### config.mk
export PLATFORM = sky130hd
export DESIGN_NAME = fifo_rd_prefetch_flat
export DESIGN_NICKNAME = d
export VERILOG_FILES = /design/src/rtl/fifo_rd_prefetch_if.sv /design/src/rtl/fifo_rd_prefetch.sv /design/src/flat_wrapper.sv
export SDC_FILE = /design/constraint.sdc
export NUM_CORES = 1
export LEC_CHECK = 0
export ABC_CLOCK_PERIOD_IN_PS = 4000
export CAP_MARGIN = 30
export CORE_UTILIZATION = 51
export CTS_BUF_LIST = sky130_fd_sc_hd__clkbuf_4 sky130_fd_sc_hd__clkbuf_8 sky130_fd_sc_hd__clkbuf_16
export DETAILED_ROUTE_END_ITERATION = 6
export HOLD_SLACK_MARGIN = 0.12
export PLACE_DENSITY = 0.81
export SYNTH_ARGS = -nofsm -noshare
export SYNTH_HDL_FRONTEND = slang
export SYNTH_SLANG_ARGS = --single-unit
### constraint.sdc
create_clock -name rclk -period 4 [get_ports rclk]
set_input_delay 0.8 -clock rclk [delete_from_list [all_inputs] [get_ports rclk]]
set_output_delay 0.8 -clock rclk [all_outputs]
set_load 0.02 [all_outputs]
### src/rtl/fifo_rd_prefetch_if.sv
// Read-side bundle between the aFifo read port, the prefetcher and the consumer.
// The pf_level signal exists only when PREFETCH_LEVEL_EN is defined.
interface fifo_rd_prefetch_if #(
  parameter int DATASIZE   = 8,
  parameter int RD_LATENCY = 1
);
  logic                mem_empty;
  logic                mem_rinc;
  logic [DATASIZE-1:0] mem_rdata;
  logic [DATASIZE-1:0] dout;
  logic                dout_valid;
  logic                dout_ready;
`ifdef PREFETCH_LEVEL_EN
  localparam int BUFDEPTH = RD_LATENCY + 1;
  localparam int CW       = $clog2(BUFDEPTH + 1);
  logic [CW-1:0]       pf_level;
`endif

  // master: the prefetcher, which issues rinc and sources dout
  modport master (
    input  mem_empty, mem_rdata, dout_ready,
    output mem_rinc, dout, dout_valid
`ifdef PREFETCH_LEVEL_EN
    , output pf_level
`endif
  );

  modport slave (
    output mem_empty, mem_rdata, dout_ready,
    input  mem_rinc, dout, dout_valid
`ifdef PREFETCH_LEVEL_EN
    , input pf_level
`endif
  );
endinterface

### src/rtl/fifo_rd_prefetch.sv
// Prefetching read front-end for a registered-read aFifo: keeps RD_LATENCY+1 skid entries
// so dout streams one word per clock. PREFETCH_LEVEL_EN adds the pf_level occupancy output.
module fifo_rd_prefetch #(
  parameter int DATASIZE   = 8,
  parameter int RD_LATENCY = 1
) (
  input logic                rclk,
  input logic                rrst,
  fifo_rd_prefetch_if.master bus
);
  localparam int BUFDEPTH = RD_LATENCY + 1;
  localparam int CW       = $clog2(BUFDEPTH + 1);
  localparam int PW       = $clog2(BUFDEPTH);
  localparam logic [PW-1:0] LAST_PTR = PW'(BUFDEPTH - 1);
  localparam logic [CW-1:0] DEPTH_C  = CW'(BUFDEPTH);
  localparam logic [CW:0]   DEPTH_W  = (CW+1)'(BUFDEPTH);

  logic [RD_LATENCY-1:0] pipe;
  logic [DATASIZE-1:0]   skid [BUFDEPTH];
  logic [PW-1:0]         rd_ptr;
  logic [PW-1:0]         wr_ptr;
  logic [CW-1:0]         occ;
  logic [CW-1:0]         inflight;
  logic [CW:0]           demand;
  logic                  push;
  logic                  pop;
  logic                  valid;
  logic                  rinc;

  function automatic logic [PW-1:0] ptr_inc(input logic [PW-1:0] p);
    return (p == LAST_PTR) ? '0 : p + PW'(1);
  endfunction

  always_comb begin
    inflight = '0;
    for (int i = 0; i < RD_LATENCY; i++) inflight = inflight + CW'(pipe[i]);
  end

  assign push   = pipe[RD_LATENCY-1];
  assign valid  = (occ != '0);
  assign pop    = valid && bus.dout_ready;
  assign demand = {1'b0, occ} + {1'b0, inflight} - {{CW{1'b0}}, pop};
  // occ reads zero during reset, so rinc must be gated explicitly
  assign rinc   = !rrst && !bus.mem_empty && (demand < DEPTH_W);

  always_ff @(posedge rclk or posedge rrst) begin
    if (rrst) begin
      pipe <= '0;
    end else begin
      pipe[0] <= rinc;
      for (int i = 1; i < RD_LATENCY; i++) pipe[i] <= pipe[i-1];
    end
  end

  always_ff @(posedge rclk or posedge rrst) begin
    if (rrst) begin
      rd_ptr <= '0;
      wr_ptr <= '0;
      occ    <= '0;
      for (int i = 0; i < BUFDEPTH; i++) skid[i] <= '0;
    end else begin
      if (push) begin
        skid[wr_ptr] <= bus.mem_rdata;
        wr_ptr       <= ptr_inc(wr_ptr);
      end
      if (pop) rd_ptr <= ptr_inc(rd_ptr);
      if (push && !pop)      occ <= occ + CW'(1);
      else if (pop && !push) occ <= occ - CW'(1);
    end
  end

  assign bus.mem_rinc   = rinc;
  assign bus.dout       = skid[rd_ptr];
  assign bus.dout_valid = valid;
`ifdef PREFETCH_LEVEL_EN
  assign bus.pf_level   = occ;
`endif

  // rinc throttling keeps occ+inflight <= BUFDEPTH, so a push into a full buffer is a design error
  a_no_overflow: assert property (@(posedge rclk) disable iff (rrst)
    !(push && !pop && (occ == DEPTH_C)));
endmodule

### src/flat_wrapper.sv
// flat-port wrapper written by rule: the top's interface ports become plain ports
module fifo_rd_prefetch_flat 
#(
  parameter int DATASIZE   = 8,
  parameter int RD_LATENCY = 1
)
  (rclk, rrst, bus_mem_empty, bus_mem_rdata, bus_dout_ready, bus_mem_rinc, bus_dout, bus_dout_valid);
  fifo_rd_prefetch_if #(.DATASIZE(DATASIZE), .RD_LATENCY(RD_LATENCY)) bus_i ();
  input logic rclk;
  input logic rrst;
  input wire logic [$bits(bus_i.mem_empty)-1:0] bus_mem_empty;
  input wire logic [$bits(bus_i.mem_rdata)-1:0] bus_mem_rdata;
  input wire logic [$bits(bus_i.dout_ready)-1:0] bus_dout_ready;
  output wire logic [$bits(bus_i.mem_rinc)-1:0] bus_mem_rinc;
  output wire logic [$bits(bus_i.dout)-1:0] bus_dout;
  output wire logic [$bits(bus_i.dout_valid)-1:0] bus_dout_valid;
  assign bus_i.mem_empty = bus_mem_empty;
  assign bus_i.mem_rdata = bus_mem_rdata;
  assign bus_i.dout_ready = bus_dout_ready;
  assign bus_mem_rinc = bus_i.mem_rinc;
  assign bus_dout = bus_i.dout;
  assign bus_dout_valid = bus_i.dout_valid;
  fifo_rd_prefetch #(.DATASIZE(DATASIZE), .RD_LATENCY(RD_LATENCY)) u_core (.rclk(rclk), .rrst(rrst), .bus(bus_i));
endmodule
==> flow_summary.json <==
{
  "run_status": "complete, no violations",
  "crit_path_max_fanout": 2,
  "final.setup_skew_ps": 1.705,
  "initial_core_util": 0.5491,
  "synth_largest_area_cell": "sky130_fd_sc_hd__dfrtp_1",
  "synth.area.top_cells": "sky130_fd_sc_hd__dfrtp_1 55%, sky130_fd_sc_hd__mux2_2 28%, sky130_fd_sc_hd__xor2_1 3.7%",
  "place.port_buffers": 21,
  "slew_headroom": 0.4954,
  "reg2reg_from": "u_core.occ[1]$_DFFE_PP0N_",
  "area_delta_synth_final_pct": 30.03,
  "wire_per_inst_um": 12.49,
  "critical_path.max_stage_delay_ps": 470,
  "max_slew.worst_pin.slew_ps": 756.1,
  "yosys_register_bits": 21,
  "detailroute.via_count": 575,
  "critPathLaunchType": "input port",
  "number_of_maximum_capacitance_violations": 0,
  "crit_path_max_delay_family": "buffers and inverters",
  "synth_enable_flop_cells": 0,
  "tritoncts_buffer_count": 3,
  "cpMaxStageDelayCell": "sky130_fd_sc_hd__clkdlybuf4s50_1",
  "design.portCount": 22,
  "synth.most_common_cell": "sky130_fd_sc_hd__mux2_2",
  "cts_hold_buffers": 0,
  "detailedRoute.firstIterationViolations": 1,
  "finalWirelength_um": 1461,
  "diodes": 0,
  "cts_resized": 1,
  "share_of_cells_above_drive_strength_1": 0.3913,
  "worst-endpoint-arrival_ps": 3000,
  "ctsLongestPathBuffers": 2,
  "fin_ws_ps": 203.6,
  "max_clock_freq_mhz": 263.4,
  "drt.antenna.violating_nets": 0,
  "fin_nets": 108,
  "pre_cts_slack_ps": -114.0,
  "globalRouteOverflowTotal": 0,
  "rsz0062_at_grt": "no",
  "finalWeightedCongestion": 0.7485,
  "numClockSinks": 21,
  "peakVddDrop_mv": 0.4490,
  "grt_pass1_wl_um": 2366,
  "async_reset_ff_frac": 1.000,
  "fp.coreArea_um2": 1745,
  "cts.reportedPaths.clkPinSlew_ps": 110,
  "hpwl_um": 1085,
  "grtUsageTotal": 0.1722,
  "timing.critical_path.to_type": "output port",
  "fp.dieH_um": 45.35,
  "synthesis.area_per_instance_um2": 14.74,
  "fp-row-count": 15,
  "synth_ff_type": "sky130_fd_sc_hd__dfrtp_1",
  "yosysWarnings": 0,
  "timing_worst_setup_path_type": "input port to output port",
  "number_of_global_route_vias_before_repair": 550,
  "route.detailed.drc": 0,
  "synth_largest_type_area_fraction": 0.5483,
  "cts_tree": "built",
  "grt_max_degree": 22,
  "fin_total_pwr_mw": 1.046,
  "setup.worst_path.start": "bus_dout_ready",
  "powerDensity_nw_per_um2": 839.5,
  "p_leak_nw": 0.5428,
  "fin_hold_ws_ps": 511.7,
  "worstSkewPairLatency_ps": 300,
  "final-hold-violation-count": 0,
  "timing_max_transition_violations_final": 0,
  "post_synth_instance_area_um2": 958.4,
  "antenna_found_initial": 0,
  "critical_path_required_ps": 3200,
  "finalSetupViolations": 0,
  "cts.root.buffer_cell": "sky130_fd_sc_hd__clkbuf_4",
  "netlist_instances": 65,
  "dr.pass1.iters": 2,
  "worstHoldPathType": "flop to flop",
  "synthTopCellsByCount": "24 x sky130_fd_sc_hd__mux2_2, 21 x sky130_fd_sc_hd__dfrtp_1, 4 x sky130_fd_sc_hd__xor2_1",
  "synthesis.nets": 80,
  "synth_seq_area_share": 0.5483,
  "worst_path_cell_trace": "clkdlybuf4s50_1, nand2_2, ha_1, nand2b_1, fa_1, xor2_1, nor4b_1, dlygate4sd2_1",
  "worstPathBufferInverterCount": 2,
  "netlist-cell-type-count": 15,
  "utilization": 0.7140,
  "hold_path.startpoint": "u_core.skid[7]$_DFFE_PP0P_",
  "die_x_um": 45.35,
  "cts_htree_levels": 1,
  "die_area_um2": 2057,
  "detail_route.vias_per_cell": 4.915,
  "final.period_utilization": 0.9491,
  "period_minus_slack_ps": 3796,
  "post-cts-setup-buffer-count": 0
}
[placed cells by master, fill, tap and decap left out, types with 2 or more instances in the layout]
cell,Yosys,routed
sky130_fd_sc_hd__xnor2_1,2,2
sky130_fd_sc_hd__clkdlybuf4s50_1,0,20
sky130_fd_sc_hd__nand2_2,2,2
sky130_fd_sc_hd__clkbuf_4,0,4
sky130_fd_sc_hd__ha_1,2,2
sky130_fd_sc_hd__mux2_2,24,24
sky130_fd_sc_hd__dfrtp_1,21,21
sky130_fd_sc_hd__buf_4,0,3
sky130_fd_sc_hd__inv_1,2,2
sky130_fd_sc_hd__xor2_1,4,4
[path summary, 6_finish.rpt]
| path | endpoint | slack, ps | cells after the start |
|---|---|---|---|
| max in group asynchronous | u_core.skid[12]$_DFFE_PP0P_ | 2570 | 2 |
| worst min register to register | u_core.skid[7]$_DFFE_PP0P_ | 510 | 1 |
| worst min-delay path | u_core.skid[7]$_DFFE_PP0P_ | 510 | 1 |
| min in group asynchronous | u_core.skid[2]$_DFFE_PP0P_ | 960 | 2 |
| worst max register to register | u_core.pipe$_DFF_PP0_ | 1680 | 8 |
| worst max-delay path | bus_mem_rinc | 200 | 8 |
[kinds of logic (layout without fill, tap and decap cells)]
| family | count (synthesis) | after routing | share of synthesized area |
|---|---|---|---|
| flops | 21 | 21 | 0.5483 |
| xor+xnor | 6 | 6 | 0.05483 |
| buf+inv | 4 | 31 | 0.01697 |
| mux | 24 | 24 | 0.2820 |
| fa+ha+maj | 3 | 3 | 0.04699 |
| simple gates | 7 | 7 | 0.05092 |
[through the flow]
step	std cells	instance area [um^2]	TNS, ps
floorplan	65	958.4	0
global placement	113	1217	-68.91
detailed placement	113	1217	-114.0
CTS	117	1246	0
global route	117	1246	0
finish	117	1246	0
[flip-flops by register name, summed over array words and instances (netlist names)]
name,flops
u_core.rd_ptr,1
u_core.skid,16
u_core.wr_ptr,1
u_core.pipe,1
u_core.occ,2
[report_power, final]
| group | leakage [nW] | switching (mW) | internal (mW) |
|---|---|---|---|
| clock | 0.0184 | 0.0611 | 0.0457 |
| sequential | 0.252 | 0.0824 | 0.319 |
| combinational | 0.273 | 0.215 | 0.323 |
[final cells by class]
| cell class | count | area [um^2] |
|---|---|---|
| Clock buffer | 4 | 30.03 |
| Sequential cell | 21 | 525.5 |
| Inverter | 3 | 11.26 |
| Timing Repair Buffer | 24 | 231.5 |
| Tap cell | 25 | 31.28 |
| Fill cell | 137 | 499.2 |
| Multi-Input combinational cell | 40 | 416.7 |
[layer usage]
| layer | global-route usage | vias to the layer above | part of all wire |
|---|---|---|---|
| li1 | - | 274 | - |
| met1 | 0.2116 | 284 | 0.44 |
| met2 | 0.2754 | 12 | 0.50 |
| met3 | 0.03600 | 5 | 0.033 |
| met4 | 0.1091 | 0 | 0.025 |
| met5 | 0 | - | 0 |
No activity file was read; power rests on OpenSTA's default activity.
